**config.mk**
```make
export PLATFORM = sky130hd
export DESIGN_NAME = seg7_msg_sequencer
export DESIGN_NICKNAME = d
export VERILOG_FILES = /design/src/rtl/seg7_msg_sequencer.sv
export SDC_FILE = /design/constraint.sdc
export NUM_CORES = 1
export LEC_CHECK = 0
export ABC_AREA = 1
export BUFFER_PORTS_ARGS = -buffer_cell sky130_fd_sc_hd__buf_2
export CAP_MARGIN = 10
export CORE_MARGIN = 8
export CORE_UTILIZATION = 55
export DETAILED_ROUTE_END_ITERATION = 6
export HOLD_SLACK_MARGIN = 0.06
export PLACE_DENSITY = 0.81
export SLEW_MARGIN = 20
export SYNTH_ARGS = -nofsm -noshare
export SYNTH_HDL_FRONTEND = slang
export SYNTH_SLANG_ARGS = --single-unit
```
**constraint.sdc**
```tcl
create_clock -name clk -period 2.4 [get_ports clk]
set_input_delay 0.12 -clock clk [delete_from_list [all_inputs] [get_ports clk]]
set_output_delay 0.12 -clock clk [all_outputs]
set_load 0.01 [all_outputs]
```
**src/rtl/seg7_msg_sequencer.sv**
```systemverilog
// Character-index sequencer for the seven-segment letter decoder.
// Latency: registered outputs; start sampled at edge N gives counter=MSG_FIRST from cycle N+1.
// Backpressure: pause freezes timer/state/counter; stop aborts to IDLE and overrides pause.
//
// Ports:
//   clk, reset      - clock, synchronous active-high reset
//   start, stop     - begin playback (IDLE only) / abort playback
//   pause           - hold timer and displayed index while high (SHOW/GAP only)
//   loop_en         - wrap MSG_LAST -> MSG_FIRST instead of finishing
//   speed           - dwell scale, effective dwell = DWELL_CYCLES << speed
//   counter         - character index to the decoder (0 = blank)
//   busy            - high while in SHOW or GAP
//   done            - one-cycle pulse when a one-shot playback completes
module seg7_msg_sequencer #(
  parameter int DWELL_CYCLES = 4,
  parameter int GAP_CYCLES   = 2,
  parameter int MSG_FIRST    = 1,
  parameter int MSG_LAST     = 7
) (
  input  logic       clk,
  input  logic       reset,
  input  logic       start,
  input  logic       stop,
  input  logic       pause,
  input  logic       loop_en,
  input  logic [1:0] speed,
  output logic [3:0] counter,
  output logic       busy,
  output logic       done
);

  localparam int TMAX = ((DWELL_CYCLES << 3) > GAP_CYCLES) ? (DWELL_CYCLES << 3) : GAP_CYCLES;
  localparam int TW   = $clog2(TMAX + 1);

  localparam logic [3:0]    FIRST_IDX = 4'(MSG_FIRST);
  localparam logic [3:0]    LAST_IDX  = 4'(MSG_LAST);
  localparam logic [TW-1:0] T_ONE     = TW'(1);
  localparam logic [TW-1:0] DWELL_BASE = TW'(DWELL_CYCLES);
  // Only meaningful when GAP_CYCLES > 0; GAP is never entered otherwise.
  localparam logic [TW-1:0] GAP_LAST  = TW'((GAP_CYCLES > 0) ? (GAP_CYCLES - 1) : 0);

  typedef enum logic [1:0] {
    S_IDLE = 2'd0,
    S_SHOW = 2'd1,
    S_GAP  = 2'd2,
    S_DONE = 2'd3
  } state_t;

  state_t        state_q, state_d;
  logic [3:0]    idx_q, idx_d;
  logic [TW-1:0] timer_q, timer_d;
  logic [TW-1:0] dwell_q, dwell_d;
  logic [3:0]    counter_q, counter_d;
  logic          busy_q, busy_d;
  logic          done_q, done_d;

  logic [3:0]    next_idx;
  logic [TW-1:0] dwell_eff;

  always_comb begin
    next_idx  = (idx_q == LAST_IDX) ? FIRST_IDX : (idx_q + 4'd1);
    dwell_eff = DWELL_BASE << speed;

    state_d = state_q;
    idx_d   = idx_q;
    timer_d = timer_q;
    dwell_d = dwell_q;

    case (state_q)
      S_IDLE: begin
        if (start && !stop) begin
          state_d = S_SHOW;
          idx_d   = FIRST_IDX;
          timer_d = '0;
          dwell_d = dwell_eff;
        end
      end

      S_SHOW: begin
        if (stop) begin
          state_d = S_IDLE;
          timer_d = '0;
        end else if (!pause) begin
          if (timer_q == dwell_q - T_ONE) begin
            timer_d = '0;
            if (idx_q == LAST_IDX && !loop_en) begin
              state_d = S_DONE;
            end else if (GAP_CYCLES > 0) begin
              state_d = S_GAP;
            end else begin
              // No gap: next character starts immediately with a fresh dwell.
              state_d = S_SHOW;
              idx_d   = next_idx;
              dwell_d = dwell_eff;
            end
          end else begin
            timer_d = timer_q + T_ONE;
          end
        end
      end

      S_GAP: begin
        if (stop) begin
          state_d = S_IDLE;
          timer_d = '0;
        end else if (!pause) begin
          if (timer_q == GAP_LAST) begin
            timer_d = '0;
            state_d = S_SHOW;
            idx_d   = next_idx;
            dwell_d = dwell_eff;
          end else begin
            timer_d = timer_q + T_ONE;
          end
        end
      end

      S_DONE: begin
        state_d = S_IDLE;
      end

      default: begin
        state_d = S_IDLE;
      end
    endcase

    // Outputs are a function of the next state so they register in step with it.
    counter_d = (state_d == S_SHOW) ? idx_d : 4'd0;
    busy_d    = (state_d == S_SHOW) || (state_d == S_GAP);
    done_d    = (state_d == S_DONE);
  end

  always_ff @(posedge clk) begin
    if (reset) begin
      state_q   <= S_IDLE;
      idx_q     <= '0;
      timer_q   <= '0;
      dwell_q   <= '0;
      counter_q <= '0;
      busy_q    <= 1'b0;
      done_q    <= 1'b0;
    end else begin
      state_q   <= state_d;
      idx_q     <= idx_d;
      timer_q   <= timer_d;
      dwell_q   <= dwell_d;
      counter_q <= counter_d;
      busy_q    <= busy_d;
      done_q    <= done_d;
    end
  end

  assign counter = counter_q;
  assign busy    = busy_q;
  assign done    = done_q;

endmodule

```
# --- After elaboration in Yosys (flattened, before gate mapping) ---
# Cells that the tools add are included.
totals:
  latch_bits: 0
  out_inout_bits: 6
  memories: 0
  ram_bits: 0
  reg_bits: 24
  mem_bits_ro: 0
  wordCells: 66
  inputBits: 8
op_classes:
  add_sub_neg: 3
  magnitude_cmp: 0
  n_mux: 28
  n_reduce_logical: 11
  n_eq_ne: 15
  n_div: 0
  n_shift: 1
  multipliers: 0
  bitwise_logic: 1
ops:
  columns: ["cell", "count"]
  rows:
  - ["6-bit two-way mux", 11]
  - ["4-bit two-way mux", 5]
  - ["6-bit case mux with 3 select lines", 1]
  - ["2-bit two-way mux", 7]
  - ["6-bit case mux with 2 select lines", 1]
  - ["2-bit == test, second input constant", 4]
  - ["2-bit != test, second input constant", 4]
  - ["2-bit case mux with 4 select lines", 1]
  - ["4-bit case mux with 2 select lines", 1]
  - ["6-bit by 1-bit adder with 6-bit output, second input constant", 1]
  - ["6-bit by 1-bit == test with 1-bit output, second input constant", 1]
  - ["6-bit == test", 1]
  - ["3-bit != test, second input constant", 2]
  - ["3-bit by 2-bit << shifter with 6-bit output, first input constant", 1]
  - ["6-bit by 1-bit subtractor with 6-bit output, second input constant", 1]
  - ["5-bit AND reduction", 1]
  - ["4-bit by 1-bit adder with 4-bit output, second input constant", 1]
  - ["2-bit by 1-bit == test with 1-bit output, second input constant", 2]
  - ["4-bit by 3-bit == test with 1-bit output, second input constant", 1]
  - ["4-bit AND reduction", 1]
  - ["3-bit nonzero test", 1]
  - ["1-bit logical AND", 2]
  - ["1-bit logical NOT", 2]
  - ["2-bit logical NOT", 1]
  - ["other kinds (5)", 5]

# --- Depth between registers and ports, before layout ---
# Gate-level depths: netlist of the first run.
depth:
  depth_word: 10
  mapped_depth: 18
  depth_no_buf: 18

# --- Worst setup path after synthesis of the first run ---
# No wires, ideal clock.
synth_path:
  path_type: "register to register"
  from: "register dwell_q[2]"
  to: "register counter_q[3] (netlist: counter[3])"
  t_required_ns: 2.330
  setup_ns: 0.070
  path_buffers: 0
  arrival_time_ns: 1.802
  path_slack_ns: 0.528
  stages_incl_launch_ff: 19
  period_less_slack_ns: 1.872
  cell_sequence: "dfxtp_1 > inv_1 > ha_1 > nand2_1 > inv_1 > nor2_1 > nand2_1 > nor2_2 > nand3_1 > nand2_1 > nand3_1 > nand2_1 > nand2_1 > nand2_1 > nand2_1 > inv_1 > ha_1 > nand2_1 > a21oi_1"
synth_between:
  elab_chain_len: 9
synth_lines:
  columns: ["item", "line_no", "source"]
  rows:
  - ["start: declaration", "52", "logic [TW-1:0] dwell_q, dwell_d;"]
  - ["start signal: assignment", "146", "dwell_q <= dwell_d;"]
  - ["6-bit by 1-bit subtractor with 6-bit output", "84", "if (timer_q == dwell_q - T_ONE) begin"]
  - ["6-bit == test", "84", null]
  - ["2-bit two-way mux", "84", null]
  - ["2-bit two-way mux", "83", "end else if (!pause) begin"]
  - ["2-bit two-way mux", "80", "if (stop) begin"]
  - ["2-bit case mux with 4 select lines", "69", "case (state_q)"]
  - ["net state_d[0]", "49", "state_t state_q, state_d;"]
  - ["2-bit by 1-bit == test with 1-bit output", "128", "counter_d = (state_d == S_SHOW) ? idx_d : 4'd0;"]
  - ["1-bit inverter (no source line)", null, null]
  - ["2-bit OR reduction (no source line)", null, null]
  - ["end signal: assignment", "147", "counter_q <= counter_d;"]
  - ["end: declaration", "53", "logic [3:0] counter_q, counter_d;"]
# The timed path passes the listed nets, and every way through them passes these cells.
# A chain may end at the register's enable or synchronous reset.

# --- Worst setup path in the final report of the first run ---
# Ends and elaborated chain as after synthesis.

==> reports/results.md, run 1 <==
| Result | Value |
|---|---|
| Final Slew Violations | 0 |
| Sequential share of the synthesized area | 32.03% |
| Antenna violation net count after detailed routing | 0 |
| Starting density of the core | 56.53% |
| Net Sw Power | 0.0002361 W |
| Data arrival time of the worst path | 2.31 ns |
| Antenna violations before repair | 0 |
| Flop pwr share | 50.9% |
| Port buffer count | 13 |
| Fillcell total | 221 |
| Switching power share of the total | 30.56% |
| Commonest cells after routing, fill and taps aside | nand2_1, inv_1, nor2_1, dfxtp_1, buf_2 |
| Global-route wire length before repair | 4761 um |
| Synth Area per Inst | 6.875 um2 |
| Root buffer selected by CTS | clkbuf_4 |
| Die width | 66 um |
| Layout cell share with drive strength beyond 1 | 17.67% |
| Relative contribution of combinational cells to total power | 22.0% |
| Final WL | 2716 um |
| Yosys top cell by area | dfxtp_1 |
| Synth Register Bits | 22 |
| Status | finished clean |
| Antenna diodes | 0 |
| Number of H-tree levels | 1 |
| Highest net fanout along the worst path | 4 |
| Count of mapped cells out of synthesis | 200 |
| Number of synthesized flops with an enable pin | 0 |
| Prevailing post-synth register cell | dfxtp_1 |
| Maximum buffer depth of the clock tree | 2 |
| Routed wire per std cell | 11.09 um |
| Core area | 0.002432 mm2 |
| Weighted congestion reported at the end of routability-driven placement | 0.8561 |
| Most frequent standard cell in the layout excluding fill and tap cells | nand2_1 |
| RSZ-0062 raised after global routing | no |
| Type of destination of the critical path | flip-flop |
| Share of flip-flops with an asynchronous set or reset after synthesis | 0% |
| Final TNS setup | 0 ns |
| Area of combinational cells with multiple inputs | 784.5 um2 |
| Number of warning messages in the yosys log | 0 |
| Number of placed I/O pins | 14 |
| Total iterations of the first detailed-routing run | 4 |
| Area growth from synthesis to final layout | 9.645% |
| Maximum achievable frequency | 487.0 MHz |
| MaxCap Viol Count | 0 |
| Portion of synthesized cell area occupied by the leading cell type | 32.03% |
| Headroom to the max-slew limit | 71.50% |
| Total Die Area | 0.004356 mm2 |
| Portion of the clock cycle consumed by the worst path in the final layout | 85.57% |
| Rows | 18 |
| Start-to-end type of the worst setup path | reg -> reg |
| Overall die height | 66 um |
| Worst Clk Skew | 0.001848 ns |
| Detailed Place HPWL | 2085 um |
| First-iteration detailed-routing DRC count | 69 |
| Storage cell area | 441.7 um2 |
| Leak Pwr | 0.7133 nW |
| TritonCTS sink count | 22 |
| Library cells used by synthesis | 28 |
| Netlist area before placement | 0.001375 mm2 |
| Final hold vios | 0 |
| Sum of overflow across all layers after global routing | 0 |
| Power per cell area | 512.4 mW/mm2 |
| GRT Resource Usage Total | 13.50% |
| Pin count of the biggest net entering global routing | 17 |
| Total via count after detailed routing | 1229 |
| Peak supply drop | 0.3931 mV |
| Cell area after layout | 0.001508 mm2 |
| Pint | 0.0005365 W |
| Clock group share of total power | 27.1% |
| Total number of nets in the final design | 234 |
| Clock insertion delay at the later pin of the skew report | 0.31 ns |
| Post-layout minimum cycle time | 2.054 ns |
| Vias per std cell | 5.016 |
| Cell Area, Placed | 0.001470 mm2 |
| Required time worst endpoint | 2.66 ns |
| Via count of the first global-routing pass | 1160 |
| Number of clock buffers inserted by TritonCTS | 3 |
| Register clock-pin slew on the reported worst setup and hold paths | 0.12 ns |
| Number of remaining DRC errors | 0 |
| Worst hold path type | in -> reg |
| Net count after synthesis | 218 |
| TritonCTS clock tree | built |
| Type of origin of the critical path | flip-flop |
| Cell types occupying the most area after synthesis | dfxtp_1, nand2_1, inv_1, ha_1, nor2_1 |
| Slew of the pin with the lowest slew margin | 0.4230 ns |
| Setup violations, final | 0 |
==> path summary, 6_finish.rpt <==
check             start         end  slack, ns  cells past startpoint
max          dwell_q[2]  counter[3]       0.35                     18
min reg2reg  dwell_q[3]  dwell_q[3]       0.50                      2
max reg2reg  dwell_q[2]  counter[3]       0.35                     18
min            speed[1]  dwell_q[4]       0.12                      3
==> cells in the mapped netlist, types with 2 or more instances <==
cell	instances
o31ai_1	2
o21ai_0	7
nor2_1	25
a211oi_1	4
nand3_1	9
xor2_1	2
dfxtp_1	22
inv_2	3
nand2_1	44
nand3_2	2
ha_1	10
clkbuf_1	2
nand4_1	2
inv_1	35
a21oi_2	4
nand2_2	6
a21oi_1	10
==> final cells by class <==
class	count	share of cell area (%)
clock buffer	4	2.407
tap	30	2.490
timing repair buffer	13	4.315
sequential	22	29.29
inverter	38	9.461
multi-input combinational	138	52.03
==> stage by stage <==
step / instances / hold slack, ns / utilization, % / setup slack (ns) / power [W]
2_1_floorplan: 200 / 0.3198 / - / 0.5281 / 0.0005302
5_1_grt: 245 / 0.1405 / 61.99 / 0.02393 / 0.0008243
3_5_place_dp: 241 / 0.4593 / 60.44 / 0.3403 / 0.0005694
6_report: 245 / 0.1183 / 61.99 / 0.3464 / 0.0007726
3_3_place_gp: 241 / 0.4556 / 60.44 / 0.4314 / 0.0005665
4_1_cts: 245 / 0.1176 / 61.93 / 0.3089 / 0.0007745
==> timing repair <==
item | in CTS | in global routing
hold buffers | 0 | 0
gates resized for setup | 0 | 1
endpoints found under the setup margin | 0 | 3
setup buffers | 0 | 0
hold endpoints to repair | 0 | 0
==> kinds of logic after synthesis <==
family	count (synthesis)	share of synthesized area, %
and+or+nand+nor	95	31.67
buffers and inverters	40	10.92
AOI/OAI and AO/OA	31	15.01
DFF	22	32.03
adders and majority gates	10	9.099
xor gates and xnor gates	2	1.274
==> state kept, by name (all words and copies together) (netlist names) <==
name     flops
busy         1
counter      4
done         1
dwell_q      4
idx_q        4
state_q      2
timer_q      6
==> power groups by stage <==
stage	registers, W	clock network, W	logic [W]
floorplan	0.000400	0	0.000130
global placement	0.000400	0	0.000166
detailed placement	0.000401	0	0.000169
CTS	0.000393	0.000212	0.000170
global route	0.000396	0.000230	0.000198
finish	0.000394	0.000209	0.000170
==> per-layer routing <==
metal | vias up | wire length [um] | global-route usage (%)
met1 | 554 | 1345 | 17.03
li1 | 660 | - | -
met5 | - | 0 | 0
met3 | 5 | 66 | 3.220
met2 | 10 | 1278 | 22.05
met4 | 0 | 25 | 4.267
==> critical path, stage by stage (launching register included) <==
cell,delay (ns)
dfxtp_2,0.36
inv_1,0.06
ha_1,0.30
nand2_1,0.07
inv_1,0.03
nor2_1,0.07
nand2_1,0.07
nor2_2,0.13
nand3_1,0.11
nand2_1,0.07
nand3_1,0.06
nand2_1,0.06
nand2_1,0.05
nand2_1,0.06
nand2_1,0.06
inv_1,0.08
ha_1,0.14
nand2_1,0.10
a21oi_1,0.12
Note: power is estimated with default switching activity, not from simulation.
==> run 2, diff against run 1 <==
GPL_TIMING_DRIVEN = 0   (was unset)
==> reports/results.md, run 2 (same netlist as run 1, synthesis figures left out) <==
| Result | Value | vs previous |
|---|---|---|
| Commonest cells after routing, fill and taps aside | nand2_1, inv_1, nor2_1, dfxtp_1, buf_2 | unchanged |
| Data arrival time of the worst path | 2.42 ns | was 2.31 ns |
| Leak Pwr | 0.7117 nW | was 0.7133 nW |
| Pint | 0.0005365 W | about the same |
| Weighted congestion reported at the end of routability-driven placement | 0.8598 | was 0.8561 |
| Area of combinational cells with multiple inputs | 784.5 um2 | unchanged |
| Slew of the pin with the lowest slew margin | 0.5561 ns | was 0.4230 ns |
| Start-to-end type of the worst setup path | reg -> reg | unchanged |
| Layout cell share with drive strength beyond 1 | 17.13% | was 17.67% |
| Net Sw Power | 0.0002366 W | was 0.0002361 W |
| Antenna diodes | 0 | unchanged |
| Port buffer count | 12 | was 13 |
| Core area | 0.002432 mm2 | unchanged |
| Die width | 66 um | unchanged |
| Register clock-pin slew on the reported worst setup and hold paths | 0.13 ns | was 0.12 ns |
| Worst Setup Slack, final | 0.2334 ns | was 0.3464 ns |
| Antenna violation net count after detailed routing | 0 | unchanged |
| Cts hold-fix bufs | 0 | unchanged |
| Type of destination of the critical path | flip-flop | unchanged |
| TritonCTS sink count | 22 | unchanged |
| Final hold vios | 0 | unchanged |
| Worst Clk Skew | 0.002520 ns | was 0.001848 ns |
| CTS resizes | 0 | unchanged |
| Cells traversed along the worst timing path | inv_1, ha_1, nand2_1, inv_1, nor2_1, nand2_1, nor2_2, nand3_1, nand2_1, nand3_1, nand2_1, nand2_1, nand2_1, nand2_1, inv_1, ha_1, nand2_1, a21oi_1 | unchanged |
| Vias per std cell | 4.878 | was 5.016 |
| Post-CTS Repair Setup Buffers | 0 | unchanged |
| Overall die height | 66 um | unchanged |
| GRT Resource Usage Total | 12.52% | was 13.50% |
| Number of placed I/O pins | 14 | unchanged |
| Headroom to the max-slew limit | 62.93% | was 71.50% |
| Number of flip-flops in the largest register | 6 | unchanged |
| Final Slew Violations | 0 | unchanged |
| Worst slack, placed | 0.2456 ns | was 0.3403 ns |
| Peak supply drop | 0.3134 mV | was 0.3931 mV |
| Detailed Place HPWL | 2033 um | was 2085 um |
| TritonCTS clock tree | built | unchanged |
| Total iterations of the first detailed-routing run | 4 | unchanged |
| Antenna violations before repair | 0 | unchanged |
| Number of H-tree levels | 1 | unchanged |
| Clock insertion delay at the later pin of the skew report | 0.31 ns | about the same |
| Final TNS setup | 0 ns | unchanged |
| Worst hold path type | in -> reg | unchanged |
| Status | finished clean | unchanged |
| Setup violations, final | 0 | unchanged |
| First-iteration detailed-routing DRC count | 71 | was 69 |
| Total Die Area | 0.004356 mm2 | unchanged |
| Critical Path Max Stage Delay | 0.36 ns | about the same |
| Register with the most flip-flops | timer_q | unchanged |
| Most frequent standard cell in the layout excluding fill and tap cells | nand2_1 | unchanged |
| MaxCap Viol Count | 0 | unchanged |
| Total via count after detailed routing | 1200 | was 1229 |
| Rows | 18 | unchanged |
| Post-layout minimum cycle time | 2.167 ns | was 2.054 ns |
| Routed wire per std cell | 10.59 um | was 11.09 um |
| Total number of nets in the final design | 235 | was 234 |
| Area growth from synthesis to final layout | 9.827% | was 9.645% |
| Flop pwr share | 50.8% | was 50.9% |
| Maximum buffer depth of the clock tree | 2 | unchanged |
| Via count of the first global-routing pass | 1066 | was 1160 |
| Fillcell total | 223 | was 221 |
| Number of remaining DRC errors | 0 | unchanged |
| Pin count of the biggest net entering global routing | 13 | was 17 |
| Sum of overflow across all layers after global routing | 0 | unchanged |
| Root buffer selected by CTS | clkbuf_4 | unchanged |
| Power per cell area | 511.9 mW/mm2 | was 512.4 mW/mm2 |
| Global-route wire length before repair | 4436 um | was 4761 um |
| Overall Power | 0.0007731 W | was 0.0007726 W |
| Cell type of the slowest stage on the worst timing path | dfxtp_2 | unchanged |
| Final WL | 2605 um | was 2716 um |
| Number of clock buffers inserted by TritonCTS | 3 | unchanged |
| Most prevalent standard cell on the critical path | nand2_1 | unchanged |
| Required time worst endpoint | 2.65 ns | was 2.66 ns |
| Starting density of the core | 56.53% | unchanged |
| RSZ-0062 raised after global routing | no | unchanged |
| Storage cell area | 441.7 um2 | unchanged |
| Clock group share of total power | 27.3% | was 27.1% |
| Relative contribution of combinational cells to total power | 21.9% | was 22.0% |
| Maximum achievable frequency | 461.6 MHz | was 487.0 MHz |
| Portion of the clock cycle consumed by the worst path in the final layout | 90.27% | was 85.57% |
| Type of origin of the critical path | flip-flop | unchanged |
| Switching power share of the total | 30.61% | was 30.56% |
| Highest net fanout along the worst path | 4 | unchanged |
run 2: changes by cell type in the layout (fill, tap and decap cells not counted), sizes merged:
cell / delta
buf: -1
clkbuf: +2
run 2: routing by layer:
layer	vias to the layer above	global-route usage (%)	part of all wire (%)
met5	-	0	0
met4	0	4.800	1.9
met3	4	1.695	2.3
met2	13	21.32	47
met1	523	15.52	48
li1	660	-	-
run 2: critical path, delay by kind of cell (launching register included):
family,cells,cell delay (ns)
flip-flops,1,0.36
buffers and inverters,3,0.17
AND/OR/NAND/NOR,12,0.98
adder cells (fa/ha/maj),2,0.45
AO/OA/AOI/OAI,1,0.14
run 2: area by class of cell:
| class | count | area share, % |
|---|---|---|
| inverters | 38 | 9.445 |
| well taps | 30 | 2.485 |
| multi-input cells | 138 | 51.95 |
| repair buffers | 12 | 3.977 |
| plain buffers | 2 | 0.4971 |
| clock buffers | 4 | 2.403 |
| flip-flops and latches | 22 | 29.25 |
run 2: path summary, 6_finish.rpt:
path               from          to  slack [ns]  cells after the start
max reg2reg  dwell_q[2]  counter[3]        0.23                     18
min reg2reg  dwell_q[3]  dwell_q[3]        0.51                      2
max          dwell_q[2]  counter[3]        0.23                     18
min            speed[1]  dwell_q[4]        0.12                      3
run 2: power by group through the flow:
stage | registers [W] | clock network (W) | logic (W)
after floorplan | 0.000400 | 0 | 0.000130
after global placement | 0.000400 | 0 | 0.000166
after detailed placement | 0.000400 | 0 | 0.000169
after CTS | 0.000392 | 0.000214 | 0.000170
after global routing | 0.000396 | 0.000228 | 0.000195
final | 0.000392 | 0.000211 | 0.000169
run 2: stage by stage:
stage          hold slack, ns  std cells  util, %  cell area [um2]
2_1_floorplan          0.3198        200        -             1375
3_3_place_gp           0.4630        242    60.55             1473
3_5_place_dp           0.4612        242    60.55             1473
4_1_cts                0.1204        246    62.04             1509
5_1_grt                0.1485        246    62.09             1510
6_report               0.1240        246    62.09             1510
